[config.mk]
export PLATFORM = sky130hd
export DESIGN_NAME = instr_fetch
export DESIGN_NICKNAME = d
export VERILOG_FILES = /design/src/rtl/fetch_pkg.sv /design/src/rtl/fetch_buf.sv /design/src/rtl/instr_fetch.sv
export SDC_FILE = /design/constraint.sdc
export NUM_CORES = 1
export LEC_CHECK = 0
export CAP_MARGIN = 20
export CORE_ASPECT_RATIO = 1.1
export CORE_UTILIZATION = 51
export CTS_CLUSTER_SIZE = 28
export DETAILED_ROUTE_END_ITERATION = 8
export PLACE_DENSITY = 0.88
export SETUP_SLACK_MARGIN = 0.4
export SYNTH_ARGS = -nofsm -noshare
export SYNTH_HDL_FRONTEND = slang
export SYNTH_SLANG_ARGS = --single-unit
[constraint.sdc]
create_clock -name clk -period 11.3 [get_ports clk]
set_input_delay 2.26 -clock clk [delete_from_list [all_inputs] [get_ports clk]]
set_output_delay 2.26 -clock clk [all_outputs]
set_load 0.01 [all_outputs]
[src/rtl/fetch_pkg.sv]
// Shared types and constants for the instruction fetch unit.
// The HALT state exists only when FETCH_MISALIGN_TRAP_EN is defined.
package fetch_pkg;

  localparam int          BUF_DEPTH        = 2;
  localparam logic [31:0] PC_STEP          = 32'd4;
  localparam logic [31:0] DEFAULT_RESET_PC = 32'h0000_0000;

  typedef enum logic [1:0] {
`ifdef FETCH_MISALIGN_TRAP_EN
    IDLE,
    REQ,
    DRAIN,
    HALT
`else
    IDLE,
    REQ,
    DRAIN
`endif
  } state_e;

  typedef struct packed {
    logic [31:0] pc;
    logic [31:0] instr;
  } entry_t;

endpackage

[src/rtl/fetch_buf.sv]
// Two-entry instruction buffer between fetch and decode.
// Flush empties it synchronously and wins over push/pop in the same cycle.
// Push and pop may coincide even when full; the head is read combinationally.
module fetch_buf
  import fetch_pkg::*;
#(
  parameter int DEPTH = fetch_pkg::BUF_DEPTH
) (
  input  logic       clk,
  input  logic       rst,
  input  logic       flush,
  input  logic       push,
  input  entry_t     push_data,
  input  logic       pop,
  output entry_t     head,
  output logic [1:0] count
);

  entry_t mem [DEPTH];
  logic   wr_ptr;
  logic   rd_ptr;
  logic   push_ok;
  logic   pop_ok;

  // A push into a full buffer is only legal when the head leaves in the same cycle.
  assign pop_ok  = pop && (count != 2'd0);
  assign push_ok = push && ((count != 2'd2) || pop_ok);

  // Pointer and occupancy tracking.
  always_ff @(posedge clk) begin
    if (rst || flush) begin
      wr_ptr <= 1'b0;
      rd_ptr <= 1'b0;
      count  <= 2'd0;
    end else begin
      if (push_ok) wr_ptr <= ~wr_ptr;
      if (pop_ok)  rd_ptr <= ~rd_ptr;
      count <= count + 2'(push_ok) - 2'(pop_ok);
    end
  end

  // Entry storage needs no reset; contents are qualified by count.
  always_ff @(posedge clk) begin
    if (push_ok && !flush) mem[wr_ptr] <= push_data;
  end

  assign head = mem[rd_ptr];

endmodule

[src/rtl/instr_fetch.sv]
// Instruction fetch: issues word fetches to imem, buffers up to two
// instructions for decode, and handles redirects from execute.
// Optional macro FETCH_MISALIGN_TRAP_EN turns misaligned redirect targets
// into a sticky halt instead of silently clearing the low address bits.
//
// state | meaning
// IDLE  | buffer full (or about to be), no request on imem
// REQ   | fetching at fetch_pc, one request per cycle while there is room
// DRAIN | redirect arrived mid-request; waiting for the stale ack to discard it
// HALT  | misaligned redirect seen; finish any outstanding request, then stop
module instr_fetch #(
  parameter logic [31:0] RESET_PC  = fetch_pkg::DEFAULT_RESET_PC,
  parameter int          BUF_DEPTH = fetch_pkg::BUF_DEPTH
) (
  input  logic        clk,
  input  logic        rst,
  output logic        imem_req,
  output logic [31:0] imem_addr,
  input  logic        imem_ack,
  input  logic [31:0] imem_rdata,
  input  logic        redirect_valid,
  input  logic [31:0] redirect_pc,
  output logic        instr_valid,
  output logic [31:0] instr,
  output logic [31:0] instr_pc,
  input  logic        instr_ready
`ifdef FETCH_MISALIGN_TRAP_EN
  ,
  output logic        fetch_misalign
`endif
);

  import fetch_pkg::*;

  state_e      state;
  state_e      state_nxt;
  logic [31:0] fetch_pc;
  logic [31:0] hold_addr;
  logic [31:0] redir_target;
  logic        redir;
  logic        misalign;
  logic        push;
  logic        pop;
  logic [1:0]  count;
  logic [1:0]  count_nxt;
  entry_t      head;
  entry_t      push_data;

`ifdef FETCH_MISALIGN_TRAP_EN
  logic        halt_pend;

  // Once halted, execute can no longer steer fetch.
  assign redir        = redirect_valid && (state != HALT);
  assign misalign     = redir && (redirect_pc[1:0] != 2'b00);
  assign redir_target = redirect_pc;
`else
  assign redir        = redirect_valid;
  assign misalign     = 1'b0;
  assign redir_target = redirect_pc & 32'hFFFF_FFFC;
`endif

  // A redirect kills both the incoming word and the consumer's pop.
  assign push      = (state == REQ) && imem_ack && !redir;
  assign pop       = instr_valid && instr_ready && !redir;
  assign count_nxt = count + 2'(push) - 2'(pop);
  assign push_data = '{pc: fetch_pc, instr: imem_rdata};

  // While a stale request is outstanding the bus must keep its address.
  assign imem_addr = ((state == IDLE) || (state == REQ)) ? fetch_pc : hold_addr;

  // Next-state and request decode.
  always_comb begin
    state_nxt = state;
    imem_req  = 1'b0;
    case (state)
      IDLE: begin
        if (redir) begin
          state_nxt = REQ;
        end else if (count_nxt < 2'd2) begin
          state_nxt = REQ;
        end
      end
      REQ: begin
        imem_req = 1'b1;
        if (redir) begin
          state_nxt = imem_ack ? REQ : DRAIN;
        end else if (imem_ack && (count_nxt == 2'd2)) begin
          state_nxt = IDLE;
        end
      end
      DRAIN: begin
        imem_req = 1'b1;
        if (redir) begin
          state_nxt = imem_ack ? REQ : DRAIN;
        end else if (imem_ack) begin
          state_nxt = REQ;
        end
      end
`ifdef FETCH_MISALIGN_TRAP_EN
      HALT: begin
        imem_req = halt_pend;
      end
`endif
      default: begin
        state_nxt = IDLE;
      end
    endcase
`ifdef FETCH_MISALIGN_TRAP_EN
    if (misalign) state_nxt = HALT;
`endif
  end

  // State register.
  always_ff @(posedge clk) begin
    if (rst) begin
      state <= IDLE;
    end else begin
      state <= state_nxt;
    end
  end

  // Fetch PC: redirect target has priority over sequential advance.
  always_ff @(posedge clk) begin
    if (rst) begin
      fetch_pc <= RESET_PC;
    end else if (redir) begin
      fetch_pc <= redir_target;
    end else if (push) begin
      fetch_pc <= fetch_pc + PC_STEP;
    end
  end

  // Remember the address of a request that is abandoned by a redirect.
  always_ff @(posedge clk) begin
    if (redir && (state == REQ)) hold_addr <= fetch_pc;
  end

`ifdef FETCH_MISALIGN_TRAP_EN
  // Track an outstanding request into HALT and the sticky trap flag.
  always_ff @(posedge clk) begin
    if (rst) begin
      halt_pend      <= 1'b0;
      fetch_misalign <= 1'b0;
    end else begin
      if (misalign) begin
        halt_pend      <= ((state == REQ) || (state == DRAIN)) && !imem_ack;
        fetch_misalign <= 1'b1;
      end else if ((state == HALT) && imem_ack) begin
        halt_pend <= 1'b0;
      end
    end
  end
`endif

  fetch_buf #(
    .DEPTH(BUF_DEPTH)
  ) u_buf (
    .clk      (clk),
    .rst      (rst),
    .flush    (redir),
    .push     (push),
    .push_data(push_data),
    .pop      (pop),
    .head     (head),
    .count    (count)
  );

  assign instr_valid = (count != 2'd0);
  assign instr       = head.instr;
  assign instr_pc    = head.pc;

endmodule

==> out/metrics.sh, run 1 <==
STATUS='complete, no violations'
YOSYS_REGISTER_BITS=191
SYNTH_FF_TYPE='sky130_fd_sc_hd__edfxtp_1'
MIN_PERIOD_OVER_PERIOD=0.4786
CRIT_FANOUT=34
SLOWEST_DELAY_PS=910
WORSTMARGINPINSLEW_PS=1063
TIMING.HOLD.WORST_ENDPOINT='u_buf.mem[0][41]'
CTSLONGESTPATHBUFFERS=2
INITIAL_DRT_MARKERS=440
POST_SYNTH_INST_COUNT=560
CRITPATHREQUIREDTIME_PS=9040
ANTENNA_FOUND_INITIAL=0
WORSTSETUPPATHTYPE='reg -> out'
R2R.WORST_PATH.CELLS=6
ROUTED-VIA-COUNT=5381
SYNTH_ENABLE_FLOP_CELLS=154
YOSYSWARNINGS=0
IR_DROP_V=0.0001322
TIMING.RR.END='u_buf.mem[1][42]'
POST_SYNTHESIS_CELL_AREA_SQ_UM=8064
POWER.DENSITY_nW_PER_UM2=174.1
MOSTFREQUENTLAYOUTCELLS='sky130_fd_sc_hd__clkdlybuf4s50_1, sky130_fd_sc_hd__edfxtp_1, sky130_fd_sc_hd__mux2_2, sky130_fd_sc_hd__dfxtp_1, sky130_fd_sc_hd__nor2_1'
DRT-VIAS-PER-INSTANCE=5.843
DRC_ERRORS=0
CRITPATHTOPFAMILY='simple AND/OR/NAND/NOR gates'
WORST_HOLD_PATH.NUM_CELLS=0
HPWL_MM=11.75
CTS.HOLD.BUFFERS_ADDED=0
CLOCK_TREE.ROOT_CELL='sky130_fd_sc_hd__clkbuf_16'
CTS-HTREE-LEVELS=4
CP.ARRIVAL_PS=3150
POST_DRT_WL_PER_CELL_MICRONS=19.66
GRT_START_MAX_NET_PINS=63
ASYNCSETRESETFLOPFRACSYNTH=0
FIN_TNS_SETUP_PS=0
TRITONCTS_CLOCK_TREE='done'
INITIAL_CORE_UTIL=0.5295
HOLD_PATH_CLASS='reg -> reg'
WORST_SETUP_SKEW_AFTER_LAYOUT_PS=11.08
POST-ROUTE-UTIL=0.6860
CTSRESIZECOUNT=0
CTS_SINKS=191
CRIT_PATH_END_KIND='output port'
ROUTE.FINAL.WIRE_LENGTH_MM=18.11
CLOCK_LATENCY_PS=430
CORE_SQ_UM=15230
DIEAREA_SQ_UM=16320
CTS-BUFFERS-INSERTED=17
FINAL-HOLD-VIOLATION-COUNT=0
POST-CTS-SETUP-BUFFERS=0
GRT_REMAINING_OVERFLOW=0
FINAL_LAYOUT_SIZE_SUFFIX_GT1_FRAC=0.1890
CRITICAL_PATH_CELL_BY_CELL='inv_1, ha_1, nor2_4, mux2_2, clkdlybuf4s50_1'
TOP_LEVEL_PORTS=167
STARTPOINT_OF_THE_TIGHTEST_HOLD_CHECK_PATH='fetch_pc[9]'
FP.DIEW_MICRONS=121.9
GRT_USE_TOTAL=0.2251
TIMING.CRITICAL_PATH.BUF_INV=2
DRT_PASS1_ITERATIONS=5
SEQ_AREA_FRAC_SYNTH=0.6653
GRT_FIRST_PASS_WIRELENGTH_MM=27.85
SYN-MEAN-INSTANCE-AREA_SQ_UM=14.40
POST_SYNTH_CELL_TYPES=49
CLKTRANSATPATHREGS_PS=70
DIE_H_MICRONS=133.9
TIMING_MAX_TRANSITION_VIOLATIONS_FINAL=0
DETAIL-ROUTE-ANTENNA-NETS=0
NUM-NETS-FINAL=790
NFILLCELLS=1010
PLACEMENT_ROWS=47
MOST_COMMON_LIBRARY_CELL_IN_THE_LAYOUT_IGNORING_FILL_AND_TAPS='sky130_fd_sc_hd__clkdlybuf4s50_1'
SYN2LAYOUT_AREA_GROWTH_PCT=29.57
NUMBER_OF_GLOBAL_ROUTE_VIAS_BEFORE_REPAIR=5380
SETUP_VIOL=0
WORST_SLEW_MARGIN_REL=0.2898
TIMING.CRITICAL_PATH.SLOWEST_STAGE_CELL='sky130_fd_sc_hd__nor2_4'
RSZ0062_AT_GRT='no'
MAXIMUM_CAPACITANCE_VIOLATIONS=0
TIMING.RR.START='state[1]'
NUM_ANTENNA_CELLS=0
IO_BUFFER_COUNT=160
START_KIND='flip-flop'
GP_CONGESTION=0.8388
PERIOD_MINUS_SLACK_PS=5408
MAX_FREQ_MHz=184.9
P_LEAK_nW=3.494
RRSETUPSLACK_PS=8130
## worst max path at each step
stage	startpoint	endpoint	slack, ps	depth (start not counted)
2_1_floorplan	redirect_valid	u_buf.mem[0][0]	2030	3
3_3_place_gp	imem_ack	u_buf.mem[1][4]	6220	5
3_5_place_dp	imem_ack	u_buf.mem[1][11]	6110	5
4_1_cts	state[1]	imem_addr[6]	5890	5
5_1_grt	state[1]	imem_addr[19]	5770	5
6_report	state[1]	imem_addr[18]	5890	5
## per-layer routing
metal	up-vias	routed length (microns)	GRT usage
met5	-	0	0
met4	0	533	0.1104
met3	43	1311	0.05187
met2	264	9205	0.3804
met1	2616	7059	0.2687
li1	2458	-	-
## worst reg2reg max path: stages, from the launching register on
cell and delay [ps]:
sky130_fd_sc_hd__dfxtp_1 350, sky130_fd_sc_hd__inv_1 100, sky130_fd_sc_hd__ha_1 520, sky130_fd_sc_hd__nand2_1 400, sky130_fd_sc_hd__nor3_1 470, sky130_fd_sc_hd__and2_2 210
sky130_fd_sc_hd__buf_4 660
## registers in the layout (all words and copies together), names as in the netlist, named ones only
signal / count
state: 2
u_buf.rd_ptr: 1
fetch_pc: 30
u_buf.wr_ptr: 1
u_buf.mem: 124
u_buf.count: 2
hold_addr: 30
## power breakdown
group / total (W) / switching, W / leakage [nW] / internal, W
logic: 0.000372 / 0.000178 / 1.48 / 0.000194
clock network: 0.000599 / 0.000295 / 0.297 / 0.000303
registers: 0.000849 / 0.0000296 / 1.72 / 0.000819
total: 0.00182 / 0.000503 / 3.49 / 0.00132
## synthesized netlist by cell type (2+ instances only)
library cell,n,area [sq um]
sky130_fd_sc_hd__a2111oi_0,2,17.52
sky130_fd_sc_hd__a211oi_1,11,82.58
sky130_fd_sc_hd__a21oi_1,3,15.01
sky130_fd_sc_hd__a221oi_1,3,26.28
sky130_fd_sc_hd__a2bb2oi_1,2,17.52
sky130_fd_sc_hd__a311oi_1,12,105.1
sky130_fd_sc_hd__a31o_2,2,17.52
sky130_fd_sc_hd__a31oi_1,3,18.77
sky130_fd_sc_hd__and2_1,6,37.54
sky130_fd_sc_hd__and3_1,5,31.28
sky130_fd_sc_hd__buf_1,2,7.510
sky130_fd_sc_hd__buf_2,3,15.01
sky130_fd_sc_hd__buf_4,5,37.54
sky130_fd_sc_hd__clkbuf_1,27,101.4
sky130_fd_sc_hd__dfxtp_1,37,740.7
sky130_fd_sc_hd__edfxtp_1,154,4624
sky130_fd_sc_hd__ha_1,9,112.6
sky130_fd_sc_hd__inv_1,15,56.30
sky130_fd_sc_hd__mux2_2,88,991.0
sky130_fd_sc_hd__nand2_1,22,82.58
sky130_fd_sc_hd__nand3_1,11,55.05
sky130_fd_sc_hd__nand4_1,12,75.07
sky130_fd_sc_hd__nor2_1,35,131.4
sky130_fd_sc_hd__nor3_1,10,50.05
sky130_fd_sc_hd__nor3b_1,2,15.01
sky130_fd_sc_hd__nor4_1,10,62.56
sky130_fd_sc_hd__nor4b_1,2,17.52
sky130_fd_sc_hd__o21ai_0,10,50.05
sky130_fd_sc_hd__o221ai_1,2,17.52
sky130_fd_sc_hd__o31ai_1,6,45.04
sky130_fd_sc_hd__or2_2,2,12.51
sky130_fd_sc_hd__or3_1,9,56.30
sky130_fd_sc_hd__or4_1,9,67.56
sky130_fd_sc_hd__xnor2_1,8,70.07
sky130_fd_sc_hd__xor2_1,7,61.31
## area by class of cell
class | instances | area, sq um | share of cell area
sequential | 191 | 5366 | 0.5136
inverter | 15 | 56.30 | 0.005389
clock buffer | 17 | 425.4 | 0.04071
clock inverter | 15 | 193.9 | 0.01856
tap | 196 | 245.2 | 0.02347
multi-input combinational | 320 | 2507 | 0.2400
timing repair buffer | 167 | 1654 | 0.1583
## per-stage QoR
stage / instances / cell area (sq um) / hold slack [ps] / setup WS (ps) / power [W]
final: 921 / 10450 / 554.7 / 5892 / 0.001819
after global routing: 921 / 10450 / 567.5 / 5767 / 0.001886
after floorplan: 563 / 8075 / 437.5 / 2030 / 0.001046
after global placement: 889 / 9829 / 526.5 / 6224 / 0.001220
after detailed placement: 889 / 9829 / 539.6 / 6113 / 0.001235
after CTS: 921 / 10450 / 552.1 / 5893 / 0.001832
## kinds of logic (layout without fill, tap and decap cells)
| family | count (synthesis) | count (layout) | share of synthesized area |
|---|---|---|---|
| flip-flops | 191 | 191 | 0.6653 |
| AND/OR/NAND/NOR | 141 | 141 | 0.09387 |
| multiplexers | 89 | 89 | 0.1241 |
| AO/OA/AOI/OAI | 61 | 61 | 0.05617 |
| buffers and inverters | 52 | 214 | 0.02700 |
| XOR/XNOR | 16 | 16 | 0.01908 |
| adder cells (fa/ha/maj) | 9 | 9 | 0.01396 |
| other | 1 | 4 | 0.0004650 |
No activity file was read; power rests on OpenSTA's default activity.
==> run 2, diff against run 1 <==
--- a/config.mk
+++ b/config.mk
@@ -7,10 +7,10 @@
 export LEC_CHECK = 0
 export CAP_MARGIN = 20
 export CORE_ASPECT_RATIO = 1.1
-export CORE_UTILIZATION = 51
+export CORE_UTILIZATION = 46
 export CTS_CLUSTER_SIZE = 28
 export DETAILED_ROUTE_END_ITERATION = 8
-export PLACE_DENSITY = 0.88
+export PLACE_DENSITY = 0.84
 export SETUP_SLACK_MARGIN = 0.4
 export SYNTH_ARGS = -nofsm -noshare
 export SYNTH_HDL_FRONTEND = slang
==> constraint.sdc (replaced) <==
create_clock -name clk -period 4.7 [get_ports clk]
set_input_delay 0.94 -clock clk [delete_from_list [all_inputs] [get_ports clk]]
set_output_delay 0.94 -clock clk [all_outputs]
set_load 0.01 [all_outputs]
==> run 2 against run 1 <==
Compared with the run above:
- critical path type unchanged
- power rose by 140%
- clock skew fell by 3.3 ps
- flip-flop and latch count did not move
- routed wire length barely moved
- global-route usage fell by 2.0 points
- sequential power rose by 140%
- sequential share of layout area fell by 0.21 points
==> out/metrics.sh, run 2 (same netlist as run 1, synthesis figures left out) <==
STATUS='complete, no violations'
DIEAREA_SQ_UM=18060  # +11%
PERIOD_MINUS_SLACK_PS=3823
TOP_REG_BY_FLOPS='u_buf.mem'
FINAL_LAYOUT_SIZE_SUFFIX_GT1_FRAC=0.1868  # -0.002152
LARGEST_REGISTER_FFS=124  # unchanged
CRIT_PATH_END_KIND='output port'
NFILLCELLS=1285  # +27%
INITIAL_CORE_UTIL=0.4722  # -0.05729
WORSTSETUPPATHTYPE='reg -> out'
LARGEST_REGISTERS='u_buf.mem x124, fetch_pc x30, hold_addr x30'
CTSRESIZECOUNT=0  # unchanged
WORSTMARGINPINSLEW_PS=916.0  # -146.8 ps
CTS_SINKS=191  # unchanged
GRT_USE_TOTAL=0.2054  # -0.01966
WORST_SETUP_SKEW_AFTER_LAYOUT_PS=7.747  # -3.335 ps
DIE_H_MICRONS=140.9  # +5.2%
GRT_START_MAX_NET_PINS=63  # unchanged
FINAL-HOLD-VIOLATION-COUNT=0  # unchanged
FIN_TNS_SETUP_PS=0  # unchanged
TRITONCTS_CLOCK_TREE='done'
CRITPATHREQUIREDTIME_PS=3760  # -5280 ps
DRT_PASS1_ITERATIONS=6  # +1
PLACEMENT_ROWS=50  # +6.4%
IO_BUFFER_COUNT=160  # unchanged
CP.ARRIVAL_PS=2880  # -270 ps
CORE_SQ_UM=17080  # +12%
DRC_ERRORS=0  # unchanged
GRT_FIRST_PASS_WIRELENGTH_MM=28.12  # +0.99%
HPWL_MM=11.90  # +1.3%
STARTPOINT_OF_THE_TIGHTEST_HOLD_CHECK_PATH='fetch_pc[9]'
GRT_REMAINING_OVERFLOW=0  # unchanged
DETAIL-ROUTE-ANTENNA-NETS=0  # unchanged
SYN2LAYOUT_AREA_GROWTH_PCT=30.16
MOSTFREQUENTLAYOUTCELLS='sky130_fd_sc_hd__clkdlybuf4s50_1, sky130_fd_sc_hd__edfxtp_1, sky130_fd_sc_hd__mux2_2, sky130_fd_sc_hd__dfxtp_1, sky130_fd_sc_hd__nor2_1'
POST-CTS-SETUP-BUFFERS=0  # unchanged
HOLD_PATH_CLASS='reg -> reg'
POST_DRT_WL_PER_CELL_MICRONS=18.79  # -4.4%
INITIAL_DRT_MARKERS=454  # +3.2%
CLOCK_LATENCY_PS=420  # about the same
RSZ0062_AT_GRT='no'
ANTENNA_FOUND_INITIAL=1  # +1
SETUP_VIOL=0  # unchanged
ROUTE.FINAL.WIRE_LENGTH_MM=18.10  # about the same
FP.DIEW_MICRONS=128.2  # +5.2%
NUMBER_OF_GLOBAL_ROUTE_VIAS_BEFORE_REPAIR=5434  # +1.0%
CTSLONGESTPATHBUFFERS=2  # unchanged
START_KIND='flip-flop'
GP_CONGESTION=0.8160  # -2.7%
MAXIMUM_CAPACITANCE_VIOLATIONS=0  # unchanged
ROUTED-VIA-COUNT=5314  # -1.2%
MIN_PERIOD_OVER_PERIOD=0.8133
CLOCK_TREE.ROOT_CELL='sky130_fd_sc_hd__clkbuf_16'
MOST_COMMON_LIBRARY_CELL_IN_THE_LAYOUT_IGNORING_FILL_AND_TAPS='sky130_fd_sc_hd__clkdlybuf4s50_1'
CLKTRANSATPATHREGS_PS=70  # about the same
POST-ROUTE-UTIL=0.6146  # -0.07145
NUM-NETS-FINAL=793  # +0.38%
CRIT_START='state[0]'
CTS.HOLD.BUFFERS_ADDED=0  # unchanged
TOP_LEVEL_PORTS=167  # unchanged
CTS-HTREE-LEVELS=4  # unchanged
TIMING_MAX_TRANSITION_VIOLATIONS_FINAL=0  # unchanged
MAX_FREQ_MHz=261.6
IR_DROP_V=0.0002963  # +120%
CRIT_FANOUT=19  # -44%
TIMING.RR.START='state[1]'
POWER.DENSITY_nW_PER_UM2=413.3  # +140%
P_LEAK_nW=3.489  # -0.13%
DRT-VIAS-PER-INSTANCE=5.518  # -5.6%
CTS-BUFFERS-INSERTED=17  # unchanged
WORST_SLEW_MARGIN_REL=0.3874  # +0.09760
## run 2: cell types whose count changed in the layout (fill, tap and decap cells not counted), moves of 2 or more
cell	delta
sky130_fd_sc_hd__clkinv_8	-6
sky130_fd_sc_hd__clkinvlp_4	+2
sky130_fd_sc_hd__clkinv_1	+3
sky130_fd_sc_hd__bufinv_16	+2
sky130_fd_sc_hd__clkinv_2	+2
sky130_fd_sc_hd__buf_4	+2
sky130_fd_sc_hd__inv_12	-2
## run 2: worst paths after layout
check / end / slack, ps / depth (start not counted)
worst min-delay path: u_buf.mem[0][41] / 550 / 0
worst max register to register: u_buf.mem[1][39] / 1870 / 7
worst min register to register: u_buf.mem[0][41] / 550 / 0
worst max-delay path: imem_addr[14] / 880 / 6
## run 2: cell type report
type	count	area, sq um	area share
sequential	191	5369	0.5115
multi-input combinational	320	2517	0.2398
timing repair buffer	170	1689	0.1609
clock buffer	18	429.2	0.04089
tap	234	292.8	0.02789
clock inverter	14	140.1	0.01335
inverter	15	56.30	0.005364
antenna	1	2.502	0.0002384
## run 2: metrics by stage
stage                     std cells  total power, W  instance area, sq um  setup WS (ps)  hold slack, ps
after floorplan                 563        0.002509                  8090          822.2           437.5
after global placement          930        0.002950                  9925           1218           527.5
after detailed placement        930        0.002979                  9925           1137           541.3
after CTS                       962        0.004375                 10490          853.1           550.8
after global routing            963        0.004495                 10500          772.6           561.2
final                           963        0.004338                 10500          877.4           548.7
## run 2: metal layers
layer,global-route usage,vias to the layer above,wire length (microns)
met2,0.3485,224,9056
met1,0.2430,2584,7265
met5,0,-,0
met4,0.1053,0,606
li1,-,2459,-
met3,0.04744,47,1167
## run 2: critical path: stages (launching register included)
cell,delay (ps)
sky130_fd_sc_hd__dfxtp_1,380
sky130_fd_sc_hd__inv_1,90
sky130_fd_sc_hd__ha_1,280
sky130_fd_sc_hd__nor2_4,440
sky130_fd_sc_hd__buf_4,390
sky130_fd_sc_hd__mux2_2,380
sky130_fd_sc_hd__clkdlybuf4s50_1,500
## run 2: power by group
part | total, W | switching (W) | internal (W) | leakage (nW)
logic | 0.000904 | 0.000427 | 0.000476 | 1.49
registers | 0.00204 | 0.0000719 | 0.00197 | 1.72
clock network | 0.00139 | 0.000610 | 0.000783 | 0.274
==> run 3, diff against run 2 <==
==> constraint.sdc (replaced) <==
create_clock -name clk -period 3.4 [get_ports clk]
set_input_delay 0.68 -clock clk [delete_from_list [all_inputs] [get_ports clk]]
set_output_delay 0.68 -clock clk [all_outputs]
set_load 0.01 [all_outputs]
==> run 3 against run 2 <==
Compared with the run above:
- clock-buffer cell count up 4
- worst hold slack worse by 12 ps
- sequential share of layout area down 1.3 points
- critical endpoint unchanged
- largest cell class unchanged
- sequential power up 38%
- highest routed layer unchanged
==> out/metrics.sh, run 3 (same netlist as run 1, synthesis figures left out) <==
GP_CONGESTION=0.8302  # +1.7%
P_LEAK_nW=3.876  # +11%
HOLD_PATH_CLASS='reg -> reg'
START_KIND='flip-flop'
CLOCK_TREE.ROOT_CELL='sky130_fd_sc_hd__clkbuf_16'
WORST_SLEW_MARGIN_REL=0.4507  # +0.06326
CRITPATHREQUIREDTIME_PS=2720  # -1040 ps
WORST_SETUP_SKEW_AFTER_LAYOUT_PS=9.729  # +1.982 ps
PERIOD_MINUS_SLACK_PS=3038
CTS-HTREE-LEVELS=4  # unchanged
MIN_PERIOD_OVER_PERIOD=0.8936
GRT_USE_TOTAL=0.2104  # +0.004988
CTSLONGESTPATHBUFFERS=2  # unchanged
IO_BUFFER_COUNT=160  # unchanged
DRC_ERRORS=0  # unchanged
RSZ0062_AT_GRT='yes'
CP.ARRIVAL_PS=2360  # -520 ps
INITIAL_DRT_MARKERS=502  # +11%
POWER.DENSITY_nW_PER_UM2=580.6  # +40%
POST_LAYOUT_NONFILLER_INSTANCES=975  # +1.2%
DETAIL-ROUTE-ANTENNA-NETS=0  # unchanged
CLKTRANSATPATHREGS_PS=70  # about the same
NUM-NETS-FINAL=805  # +1.5%
CRIT_FANOUT=10  # -9
ROUTED-VIA-COUNT=5454  # +2.6%
ROUTE.FINAL.WIRE_LENGTH_MM=18.51  # +2.3%
MOSTFREQUENTLAYOUTCELLS='sky130_fd_sc_hd__edfxtp_1, sky130_fd_sc_hd__clkdlybuf4s50_1, sky130_fd_sc_hd__mux2_2, sky130_fd_sc_hd__nor2_1, sky130_fd_sc_hd__dfxtp_1'
CTS-BUFFERS-INSERTED=17  # unchanged
CTS_SINKS=191  # unchanged
PLACED_CELLS=937  # +0.75%
CRIT_PATH_END_KIND='output port'
GRT_REMAINING_OVERFLOW=0  # unchanged
CLOCK_LATENCY_PS=430  # about the same
DIE_H_MICRONS=140.9  # unchanged
POST-PLACE-WS_PS=339.1  # -798.0 ps
POST_DRT_WL_PER_CELL_MICRONS=18.99  # +1.0%
SETUP_VIOL=0  # unchanged
TIMING_MAX_TRANSITION_VIOLATIONS_FINAL=0  # unchanged
NUMBER_OF_GLOBAL_ROUTE_VIAS_BEFORE_REPAIR=5685  # +4.6%
FINAL_LAYOUT_SIZE_SUFFIX_GT1_FRAC=0.2095  # +0.02265
ANTENNA_FOUND_INITIAL=1  # unchanged
PLACEMENT_ROWS=50  # unchanged
DRT-VIAS-PER-INSTANCE=5.594  # +1.4%
TRITONCTS_CLOCK_TREE='done'
CORE_SQ_UM=17080  # unchanged
INITIAL_CORE_UTIL=0.4722  # unchanged
STATUS='complete, no violations'
POWER.TOTAL_W=0.006260  # +44%
MAX_FREQ_MHz=329.1
WORSTSETUPPATHTYPE='reg -> out'
FIN_TNS_SETUP_PS=0  # unchanged
SETUP_SLACK_PS=361.7  # -515.6 ps
MAXIMUM_CAPACITANCE_VIOLATIONS=0  # unchanged
IR_DROP_V=0.0003588  # +21%
TOP_LEVEL_PORTS=167  # unchanged
LARGEST_REGISTERS='u_buf.mem x124, fetch_pc x30, hold_addr x30'
FP.DIEW_MICRONS=128.2  # unchanged
GRT_START_MAX_NET_PINS=52  # -17%
SYN2LAYOUT_AREA_GROWTH_PCT=33.72
HPWL_MM=12.14  # +2.1%
WORSTMARGINPINSLEW_PS=816.4  # -99.56 ps
GRT_FIRST_PASS_WIRELENGTH_MM=29.00  # +3.1%
TOP_REG_BY_FLOPS='u_buf.mem'
MOST_COMMON_LIBRARY_CELL_IN_THE_LAYOUT_IGNORING_FILL_AND_TAPS='sky130_fd_sc_hd__edfxtp_1'
FINAL-HOLD-VIOLATION-COUNT=0  # unchanged
DIEAREA_SQ_UM=18060  # unchanged
DRT_PASS1_ITERATIONS=5  # -1
LARGEST_REGISTER_FFS=124  # unchanged
run 3: cell types whose count changed in the layout (fill, tap and decap cells not counted), sizes merged:
cell           change
bufbuf             +1
clkinvlp           +3
inv                -3
clkinv             -5
clkbuf             +5
buf               +10
clkdlybuf4s50     -27
dlygate4sd2        +8
dlymetal6s2s      +19
bufinv             +1
run 3: worst max-delay path: stages (launching register included):
cell and delay, ps:
sky130_fd_sc_hd__dfxtp_2 370, sky130_fd_sc_hd__inv_1 80, sky130_fd_sc_hd__ha_2 230, sky130_fd_sc_hd__nor2_4 130, sky130_fd_sc_hd__buf_12 130, sky130_fd_sc_hd__buf_12 140
sky130_fd_sc_hd__mux2_2 350, sky130_fd_sc_hd__clkdlybuf4s50_1 490
run 3: path summary, 6_finish.rpt:
path	from	endpoint	slack, ps	cells past startpoint
worst min register to register	state[1]	state[1]	540	1
worst max-delay path	state[0]	imem_addr[14]	360	7
worst max register to register	state[1]	fetch_pc[27]	750	7
worst min-delay path	state[1]	state[1]	540	1
run 3: routing by layer:
layer	routed length, microns	track usage	up-vias
met5	0	0	-
met4	545	0.1015	0
met3	1050	0.04668	40
met2	9391	0.3590	229
met1	7523	0.2509	2696
li1	-	-	2489
run 3: final cells by class:
| class | instances | area [sq um] |
|---|---|---|
| Antenna cell | 1 | 2.502 |
| Clock buffer | 22 | 474.2 |
| Clock inverter | 10 | 137.6 |
| Fill cell | 1252 | 6296 |
| Inverter | 15 | 56.30 |
| Multi-Input combinational cell | 320 | 2539 |
| Sequential cell | 191 | 5371 |
| Tap cell | 234 | 292.8 |
| Timing Repair Buffer | 182 | 1909 |
run 3: where the power goes:
part	switching [W]	leakage [nW]	internal, W
combinational	0.000641	1.87	0.000771
clock	0.000815	0.284	0.00121
sequential	0.0000953	1.72	0.00272
run 3: through the flow:
step	util	hold WS [ps]	area (sq um)
floorplan	-	437.5	8154
global placement	0.5853	529.3	9996
detailed placement	0.5853	541.6	9996
CTS	0.6253	532.3	10680
global route	0.6312	548.2	10780
finish	0.6314	536.4	10780
run 3: repair_timing:
| action | in CTS | in global routing |
|---|---|---|
| setup endpoints to repair | 72 | 21 |
| gates cloned | 1 | 1 |
| resized for setup | 19 | 19 |
| setup buffers | 1 | 2 |
| hold buffers | 0 | 0 |
